===== src/rtl/fastram_pkg.sv =====
// ============================================================================
// Module : fastram_pkg
// Brief  : Shared types for the fastram-to-SDRAM bridge.
// Rev    : 1.0
// ============================================================================
`timescale 1ns/1ps
`default_nettype none

package fastram_pkg;

  localparam int c_aw_default = 23;

  typedef enum logic [1:0] {
    ST_IDLE     = 2'd0,
    ST_WR_ISSUE = 2'd1,
    ST_RD_ISSUE = 2'd2,
    ST_RD_WAIT  = 2'd3
  } state_t;

  typedef struct packed {
    logic [c_aw_default-1:0] addr;
    logic [7:0]              data;
  } wentry_t;

endpackage

`default_nettype wire


===== src/rtl/fastram_wfifo.sv =====
// ============================================================================
// Module : fastram_wfifo
// Brief  : Posted-write FIFO; youngest-match lookup port exists only when
//          FASTRAM_FWD_EN is defined.
// Rev    : 1.0
// ============================================================================
`timescale 1ns/1ps
`default_nettype none

module fastram_wfifo
  import fastram_pkg::*;
#(
  parameter int DEPTH = 4,
  parameter int AW    = c_aw_default
) (
  input  logic          clk,
  input  logic          rst,
  input  logic          i_push,
  input  logic [AW+7:0] i_din,
  input  logic          i_pop,
  output logic [AW+7:0] o_dout,
  output logic          o_full,
  output logic          o_empty
`ifdef FASTRAM_FWD_EN
  ,
  input  logic [AW-1:0] i_lk_addr,
  output logic          o_lk_hit,
  output logic [7:0]    o_lk_data
`endif
);

  localparam int PW = $clog2(DEPTH) + 1;
  localparam int IW = PW - 1;

  logic [AW+7:0] r_mem [DEPTH];
  logic [PW-1:0] r_wp;
  logic [PW-1:0] r_rp;

  always_ff @(posedge clk) begin
    if (rst) begin
      r_wp <= '0;
      r_rp <= '0;
    end else begin
      if (i_push) r_wp <= r_wp + PW'(1);
      if (i_pop)  r_rp <= r_rp + PW'(1);
    end
  end

  always_ff @(posedge clk) begin
    if (i_push) r_mem[r_wp[IW-1:0]] <= i_din;
  end

  // Pointers carry one extra wrap bit so full and empty are distinguishable.
  assign o_empty = (r_wp == r_rp);
  assign o_full  = (r_wp[PW-1] != r_rp[PW-1]) && (r_wp[IW-1:0] == r_rp[IW-1:0]);
  assign o_dout  = r_mem[r_rp[IW-1:0]];

`ifdef FASTRAM_FWD_EN
  logic [PW-1:0] w_cnt;
  logic [IW-1:0] w_idx;

  assign w_cnt = r_wp - r_rp;

  // Scan oldest to youngest so the last hit wins.
  always_comb begin
    o_lk_hit  = 1'b0;
    o_lk_data = 8'h00;
    w_idx     = '0;
    for (int i = 0; i < DEPTH; i++) begin
      w_idx = r_rp[IW-1:0] + IW'(i);
      if ((PW'(i) < w_cnt) && (r_mem[w_idx][AW+7:8] == i_lk_addr)) begin
        o_lk_hit  = 1'b1;
        o_lk_data = r_mem[w_idx][7:0];
      end
    end
  end
`endif

endmodule

`default_nettype wire


===== src/rtl/fastram_bridge.sv =====
// ============================================================================
// Module : fastram_bridge
// Brief  : Core fastram port to SDRAM req/ack bridge with posted writes.
//          Define FASTRAM_FWD_EN to forward reads from pending writes.
// Rev    : 1.0
// ============================================================================
`timescale 1ns/1ps
`default_nettype none

module fastram_bridge
  import fastram_pkg::*;
#(
  parameter int AW          = c_aw_default,
  parameter int WFIFO_DEPTH = 4
) (
  input  logic          clk_sys,
  input  logic          reset,
  input  logic          phase_strobe,
  input  logic          cpu_ce,
  input  logic          cpu_we,
  input  logic [AW-1:0] cpu_addr,
  input  logic [7:0]    cpu_wdata,
  output logic [7:0]    cpu_rdata,
  output logic          cpu_wait,
  output logic          sdram_req,
  output logic          sdram_we,
  output logic [AW-1:0] sdram_addr,
  output logic [7:0]    sdram_wdata,
  input  logic          sdram_ack,
  input  logic          sdram_rvalid,
  input  logic [7:0]    sdram_rdata
);

  state_t        r_state;
  state_t        w_state_nxt;
  logic          r_wait;
  logic          r_rd_pend;
  logic          r_hold_v;
  logic [7:0]    r_rdata;
  logic [AW-1:0] r_rd_addr;
  logic [AW+7:0] r_hold;

  logic          w_acc;
  logic          w_full;
  logic          w_empty;
  logic          w_pop;
  logic          w_can_push;
  logic          w_push;
  logic [AW+7:0] w_din;
  logic [AW+7:0] w_head;
  logic          w_fwd_hit;
  logic [7:0]    w_fwd_data;

  assign w_acc      = phase_strobe & cpu_ce & ~r_wait;
  assign w_pop      = (r_state == ST_WR_ISSUE) & sdram_ack;
  // A pop on the same edge makes room even when the FIFO reads full.
  assign w_can_push = ~w_full | w_pop;
  assign w_push     = r_hold_v ? w_can_push : (w_acc & cpu_we & w_can_push);
  assign w_din      = r_hold_v ? r_hold : {cpu_addr, cpu_wdata};

`ifdef FASTRAM_FWD_EN
  logic       w_lk_hit;
  logic [7:0] w_lk_data;
  logic       w_hold_hit;

  assign w_hold_hit = r_hold_v && (r_hold[AW+7:8] == cpu_addr);
  assign w_fwd_hit  = w_hold_hit | w_lk_hit;
  assign w_fwd_data = w_hold_hit ? r_hold[7:0] : w_lk_data;
`else
  assign w_fwd_hit  = 1'b0;
  assign w_fwd_data = 8'h00;
`endif

  fastram_wfifo #(
    .DEPTH (WFIFO_DEPTH),
    .AW    (AW)
  ) u_wfifo (
    .clk       (clk_sys),
    .rst       (reset),
    .i_push    (w_push),
    .i_din     (w_din),
    .i_pop     (w_pop),
    .o_dout    (w_head),
    .o_full    (w_full),
    .o_empty   (w_empty)
`ifdef FASTRAM_FWD_EN
    ,
    .i_lk_addr (cpu_addr),
    .o_lk_hit  (w_lk_hit),
    .o_lk_data (w_lk_data)
`endif
  );

  always_ff @(posedge clk_sys) begin
    if (reset) r_state <= ST_IDLE;
    else       r_state <= w_state_nxt;
  end

  // Reads only issue from an empty FIFO, so they never pass older writes.
  always_comb begin
    w_state_nxt = r_state;
    case (r_state)
      ST_IDLE: begin
        if (!w_empty)       w_state_nxt = ST_WR_ISSUE;
        else if (r_rd_pend) w_state_nxt = ST_RD_ISSUE;
      end
      ST_WR_ISSUE: if (sdram_ack)    w_state_nxt = ST_IDLE;
      ST_RD_ISSUE: if (sdram_ack)    w_state_nxt = ST_RD_WAIT;
      ST_RD_WAIT:  if (sdram_rvalid) w_state_nxt = ST_IDLE;
      default:                       w_state_nxt = ST_IDLE;
    endcase
  end

  always_comb begin
    sdram_req   = 1'b0;
    sdram_we    = 1'b0;
    sdram_addr  = '0;
    sdram_wdata = 8'h00;
    case (r_state)
      ST_WR_ISSUE: begin
        sdram_req   = 1'b1;
        sdram_we    = 1'b1;
        sdram_addr  = w_head[AW+7:8];
        sdram_wdata = w_head[7:0];
      end
      ST_RD_ISSUE: begin
        sdram_req  = 1'b1;
        sdram_addr = r_rd_addr;
      end
      default: ;
    endcase
  end

  always_ff @(posedge clk_sys) begin
    if (reset) begin
      r_wait    <= 1'b0;
      r_rd_pend <= 1'b0;
      r_hold_v  <= 1'b0;
      r_rdata   <= 8'h00;
      r_rd_addr <= '0;
      r_hold    <= '0;
    end else begin
      if (r_hold_v && w_can_push) begin
        r_hold_v <= 1'b0;
        r_wait   <= 1'b0;
      end
      if (w_acc && cpu_we && !w_can_push) begin
        r_hold_v <= 1'b1;
        r_hold   <= {cpu_addr, cpu_wdata};
        r_wait   <= 1'b1;
      end
      if (w_acc && !cpu_we) begin
        if (w_fwd_hit) begin
          r_rdata <= w_fwd_data;
        end else begin
          r_rd_pend <= 1'b1;
          r_rd_addr <= cpu_addr;
          r_wait    <= 1'b1;
        end
      end
      if ((r_state == ST_RD_WAIT) && sdram_rvalid) begin
        r_rdata   <= sdram_rdata;
        r_wait    <= 1'b0;
        r_rd_pend <= 1'b0;
      end
    end
  end

  assign cpu_wait  = r_wait;
  assign cpu_rdata = r_rdata;

endmodule

`default_nettype wire


===== config.mk =====
export PLATFORM = sky130hd
export DESIGN_NAME = fastram_bridge
export DESIGN_NICKNAME = d
export VERILOG_FILES = /design/src/rtl/fastram_pkg.sv /design/src/rtl/fastram_wfifo.sv /design/src/rtl/fastram_bridge.sv
export SDC_FILE = /design/constraint.sdc
export NUM_CORES = 1
export LEC_CHECK = 0
export CAP_MARGIN = 25
export CORE_ASPECT_RATIO = 0.8
export CORE_MARGIN = 2
export CORE_UTILIZATION = 56
export CTS_CLUSTER_DIAMETER = 30
export CTS_CLUSTER_SIZE = 16
export DETAILED_ROUTE_END_ITERATION = 6
export PLACE_DENSITY = 0.8
export SYNTH_ARGS = -nofsm -noshare
export SYNTH_HDL_FRONTEND = slang
export SYNTH_SLANG_ARGS = --single-unit

===== constraint.sdc =====
create_clock -name clk_sys -period 3.33 [get_ports clk_sys]
set_clock_uncertainty 0.05 [all_clocks]
set_input_delay 0.666 -clock clk_sys [delete_from_list [all_inputs] [get_ports clk_sys]]
set_output_delay 0.666 -clock clk_sys [all_outputs]
set_load 0.02 [all_outputs]

Word level (Yosys, flattened, before mapping)
Memory sizes are Yosys's and may differ from the RTL's. A register that Yosys moved wholly into a read port is not among the register bits.
Index checks and enable logic that the tools add are counted.

operators by class
  bitwise gates (word level) = 8
  multiplexer cells = 19
  add/sub/neg operators = 2
  equality and inequality tests = 10
  reductions and logical operators = 14

operator list
  cell                                                  count
  case mux 23 bit (2 select lines)                      1
  two-way mux 31 bit                                    1
  two-way mux 2 bit                                     7
  two-way mux 1 bit                                     8
  two-way mux 8 bit                                     1
  case mux 2 bit (4 select lines)                       1
  adder 3 x 1 -> 3 bit (second input constant)          2
  logical AND 1 bit                                     6
  inequality test 2 bit (second input constant)         3
  AND 1 bit                                             5
  equality test 2 bit (second input constant)           2
  AND reduction 4 bit                                   1
  OR reduction 2 bit                                    2
  equality test 3 bit                                   1
  inequality test 3 bit (second input constant)         1
  nonzero test 3 bit                                    1
  equality test 2 x 1 -> 1 bit (second input constant)  1
  equality test 2 bit                                   1
  logical NOT 1 bit                                     2
  logical NOT 2 bit                                     1
  inverter 1 bit                                        2
  nonzero test 2 bit                                    1
  inequality test 1 bit                                 1
  OR 1 bit                                              1

word-level totals
  memories = 1
  memory bits (writable) = 124
  input port bits = 46
  logic and storage cells = 63
  register bits after elaboration = 73
  output and inout bits = 42

memories
  memory         depth  width  rd ports  clocked after Yosys merged registers in  wr ports  RTL line             source
  u_wfifo.r_mem  4      31     1         1                                        1         fastram_wfifo.sv:35  logic [AW+7:0] r_mem [DEPTH];

Depth between registers and ports, before layout
  depth in word-level cells = 8
  mapped depth = 7
  gate-level depth less buffers = 6

Cells and area by module
From an unflattened synthesis, not the netlist that was laid out.

unflattened totals
  cells, all modules = 615
  area, all modules = 8,251.7 um^2

by module, submodules not included
  module          sequential area each (um^2)  area an instance (um^2)  cells each  instances
  fastram_wfifo   3,883.7                      4,873.4                  201         1
  fastram_bridge  1,341.3                      3,378.2                  414         1

Worst setup path before layout
Ideal clock, no wire load.

  path kind = register -> register
  start = reg r_state[1]
  end = mem u_wfifo.r_mem[3][0] in the netlist's numbering, enable pin
  required time = 2,861 ps
  path buffers = 2
  cell stages (with the launch flop) = 7
  slack = 207 ps
  arrival = 2,654 ps
  library setup time = 419 ps
  clock period less this slack = 3,123 ps
  cell sequence = dfxtp_1 -> inv_1 -> ha_1 -> clkbuf_1 -> a2111oi_4 -> buf_2 -> nor2_1

on the way
  longest elaborated chain between the ends = 7

RTL lines
  element                                      RTL line              source
  start, declared                              fastram_bridge.sv:34  state_t r_state;
  start signal, assigned                       fastram_bridge.sv:96  else r_state <= w_state_nxt;
  equality test 2 x 1 -> 1 bit (*)             fastram_bridge.sv:55  assign w_pop = (r_state == ST_WR_ISSUE) & sdram_ack;
  AND 1 bit (*)                                fastram_bridge.sv:55
  OR 1 bit (*)                                 fastram_bridge.sv:57  assign w_can_push = ~w_full | w_pop;
  AND 1 bit                                    fastram_bridge.sv:58  assign w_push = r_hold_v ? w_can_push : (w_acc & cpu_we & w_can_push);
  two-way mux 1 bit (*)                        fastram_bridge.sv:58
  two-way mux 1 bit (*)                        fastram_wfifo.sv:50   if (i_push) r_mem[r_wp[IW-1:0]] <= i_din;
  two-way mux 1 bit (not written as such) (*)  fastram_wfifo.sv:50
  end, declared                                fastram_wfifo.sv:35

Mark *: on every way between the ends. The rest lies on a longest branch, timed or not.

==> results.yml <==
critical_path:
  critical_path.endpoint: "sdram_addr[21]"
  rr_worst_depth: 7
  critPathTopFamily: "buffers and inverters"
  rrSetupSlack_ns: 0.94
  end_kind: "output pin"
  cp.arrival_ns: 2.47
  rr_startpoint: "r_state[1]"
  cp_cell_sequence: "buf_12, mux4_2, a22oi_1, nor2b_1, clkdlybuf4s50_1"
  cp.depth: 5
  worst-path-buf-inv: 2
  crit_fanout: 12
  start_kind: "register"
  slowest_delay_ns: 0.55
  crit_type: "reg2out"
  r2r_end: "u_wfifo.r_mem[3][2]"
  cp_slowest_cell: "clkdlybuf4s50_1"
  crit_required_ns: 2.61
pwr:
  max-vdd-ir-drop_uv: 395
  p_leak_uw: 0.00326
  power_density_nw_per_um2: 587
final_layout:
  fin_nets: 753
  syn2layout_area_growth_pct: 21.0
  sequential_cell_area_um2: 5230
  nFillCells: 952
  drive_gt1_share_pct: 22.4
  multi_input_area_um2: 2920
  design_area_um2: 10100
  final_common_cell: "edfxtp_1"
  antenna_cells: 0
  layout_common_cells: "edfxtp_1, clkdlybuf4s50_1, dfxtp_1"
cts:
  clkTransAtPathRegs_ns: 0.07
  cts_tree: "built"
  clock_latency_ns: 0.43
  root_buffer: "clkbuf_16"
  htreeDepth: 4
  cts_buffer_depth: 2
  cts_buffers: 17
  cts_sinks: 199
  post-cts-setup-buffers: 0
sta:
  max_slew_margin_pct: 45.7
  tightest_slew_ns: 0.815
  finalCritPeriodShare_pct: 95.6
  finalSetupViolCount: 0
  rsz0062_at_grt: "no"
  period_minus_slack_ns: 3.18
  finalWorstSetupSlack_ns: 0.146
  tns_ns: 0
  slew_violations: 0
  fmax_ghz: 0.314
  hold_viol: 0
floorplanning:
  dieHeight_um: 113
  dieArea_um2: 15900
  pin_count: 88
  row_count: 39
  initial_core_util_pct: 57.9
  coreArea_um2: 14400
  die_w_um: 140
outcome:
  status: "finished, final reports clean"
global_routing:
  grt_pass1_vias: 5735
  top_usage_layer: "met2"
  grt_max_degree: 73
  use_met3_pct: 7.07
  antenna_found_initial: 0
  gr-usage-met1_pct: 32.3
  met2_usage_pct: 42.7
  grt_overflow: 0
  grt_usage_pct: 25.2
  grt_pass1_wl_mm: 30.0
drt:
  first_pass_iters: 5
  via_per_inst: 6.13
  wirelength_mm: 19.2
  vias: 5480
  drc: 0
  drtIter0Drc: 592
  routedWlPerCell_um: 21.4
  antenna_left: 0
logic_synthesis:
  synth-edff-count: 124
  synth_seq_cells: 199
  syn_area_um2: 8340
  syn_inst: 616
  post_synth.cell_area_avg_um2: 13.5
  netlist.area_leader.share_pct: 44.7
  yosysSeqAreaShare_pct: 62.7
  synth_ff_type: "edfxtp_1"
  ys_types: 36
  yosys.area.top_type: "edfxtp_1"
  syn_nets: 671
  yosys_warnings: 0
  synth_area_leaders: "edfxtp_1, dfxtp_1, mux4_2, mux2_2, a21oi_1"
  async_flop_share_pct: 0
job:
  cap_violations: 0
place:
  place_area_um2: 9490
  numPortBuffers: 87
  hpwl_mm: 11.6
  place.gp.congestion: 0.788
  dp_slack_ns: 0.500
worst_hold_path:
  hold_class: "reg2reg"
  hp-start: "r_rd_addr[21]"
[registers in the layout, indices dropped and copies added, names as in the netlist, named ones only]
signal and cells:
r_hold_v 1, r_rd_addr 23, r_state 2, r_rd_pend 1, u_wfifo.r_wp 3, u_wfifo.r_mem 124, cpu_wait 1, u_wfifo.r_rp 3
cpu_rdata 8, r_hold 31
[timing repair]
action | 4_1_cts | 5_1_grt
hold buffers | 0 | 0
setup endpoints to repair | 2 | 1
gates resized for setup | 2 | 1
[cells in the mapped netlist (2+ instances only)]
cell type	instances
nor2_1	6
a21bo_2	31
mux4_2	31
nand3_1	41
and2_1	12
a21oi_1	67
xor2_1	4
o21ai_0	5
nand4bb_1	2
mux2_2	31
nor3b_1	2
buf_2	11
nor2b_1	23
dfxtp_1	75
or3_1	2
ha_1	9
nand2_1	58
edfxtp_1	124
a22oi_1	23
inv_1	5
clkbuf_1	37
nand2b_1	3
[per-stage QoR]
stage | cells | hold slack [ns] | utilization, % | total power (µW)
finish | 894 | 0.406 | 70.1 | 5920
floorplan | 616 | 0.383 | - | 3420
global placement | 863 | 0.392 | 65.9 | 3870
global route | 894 | 0.421 | 70.1 | 6130
CTS | 894 | 0.412 | 70.0 | 5950
detailed placement | 863 | 0.403 | 65.9 | 3910
[cell families after synthesis]
family                   after synthesis  share of synthesized area [%]
XOR/XNOR                               5                          0.525
flip-flops                           199                           62.7
AND/OR/NAND/NOR                      154                           9.28
adder cells (fa/ha/maj)                9                           1.35
multiplexers                          62                           12.6
AO/OA/AOI/OAI                        133                           11.0
buffers and inverters                 54                           2.60
[worst min-delay path by stage]
stage | end | slack [ns] | cells past startpoint
floorplan | r_rd_pend | 0.38 | 1
global placement | r_rd_addr[18] | 0.39 | 2
detailed placement | r_rd_addr[21] | 0.40 | 2
CTS | r_rd_addr[21] | 0.41 | 2
global route | r_rd_addr[17] | 0.42 | 2
finish | r_rd_addr[21] | 0.41 | 2
[where the power goes]
group	switching (µW)	internal, µW
logic	633	537
registers	39.5	2660
clock network	868	1180
[worst reg2reg max path: stages (launching register included)]
cell and delay, ns:
dfxtp_1 0.38, inv_1 0.08, ha_1 0.19, buf_4 0.22
a2111oi_4 0.48, buf_12 0.37, nor2_4 0.09, buf_4 0.24
[metal layers]
metal	up-vias	wire, µm
li1	2463	-
met1	2727	8030
met2	273	9340
met3	17	1630
met4	0	159
met5	-	0
[cell type report]
class / instances / area share [%]
clock buffers: 19 / 4.29
clock inverters: 12 / 1.54
inverters: 5 / 0.186
multi-input cells: 363 / 29.0
flip-flops and latches: 199 / 51.9
well taps: 184 / 2.28
repair buffers: 112 / 10.8
Note: power is estimated with default switching activity, not from simulation.
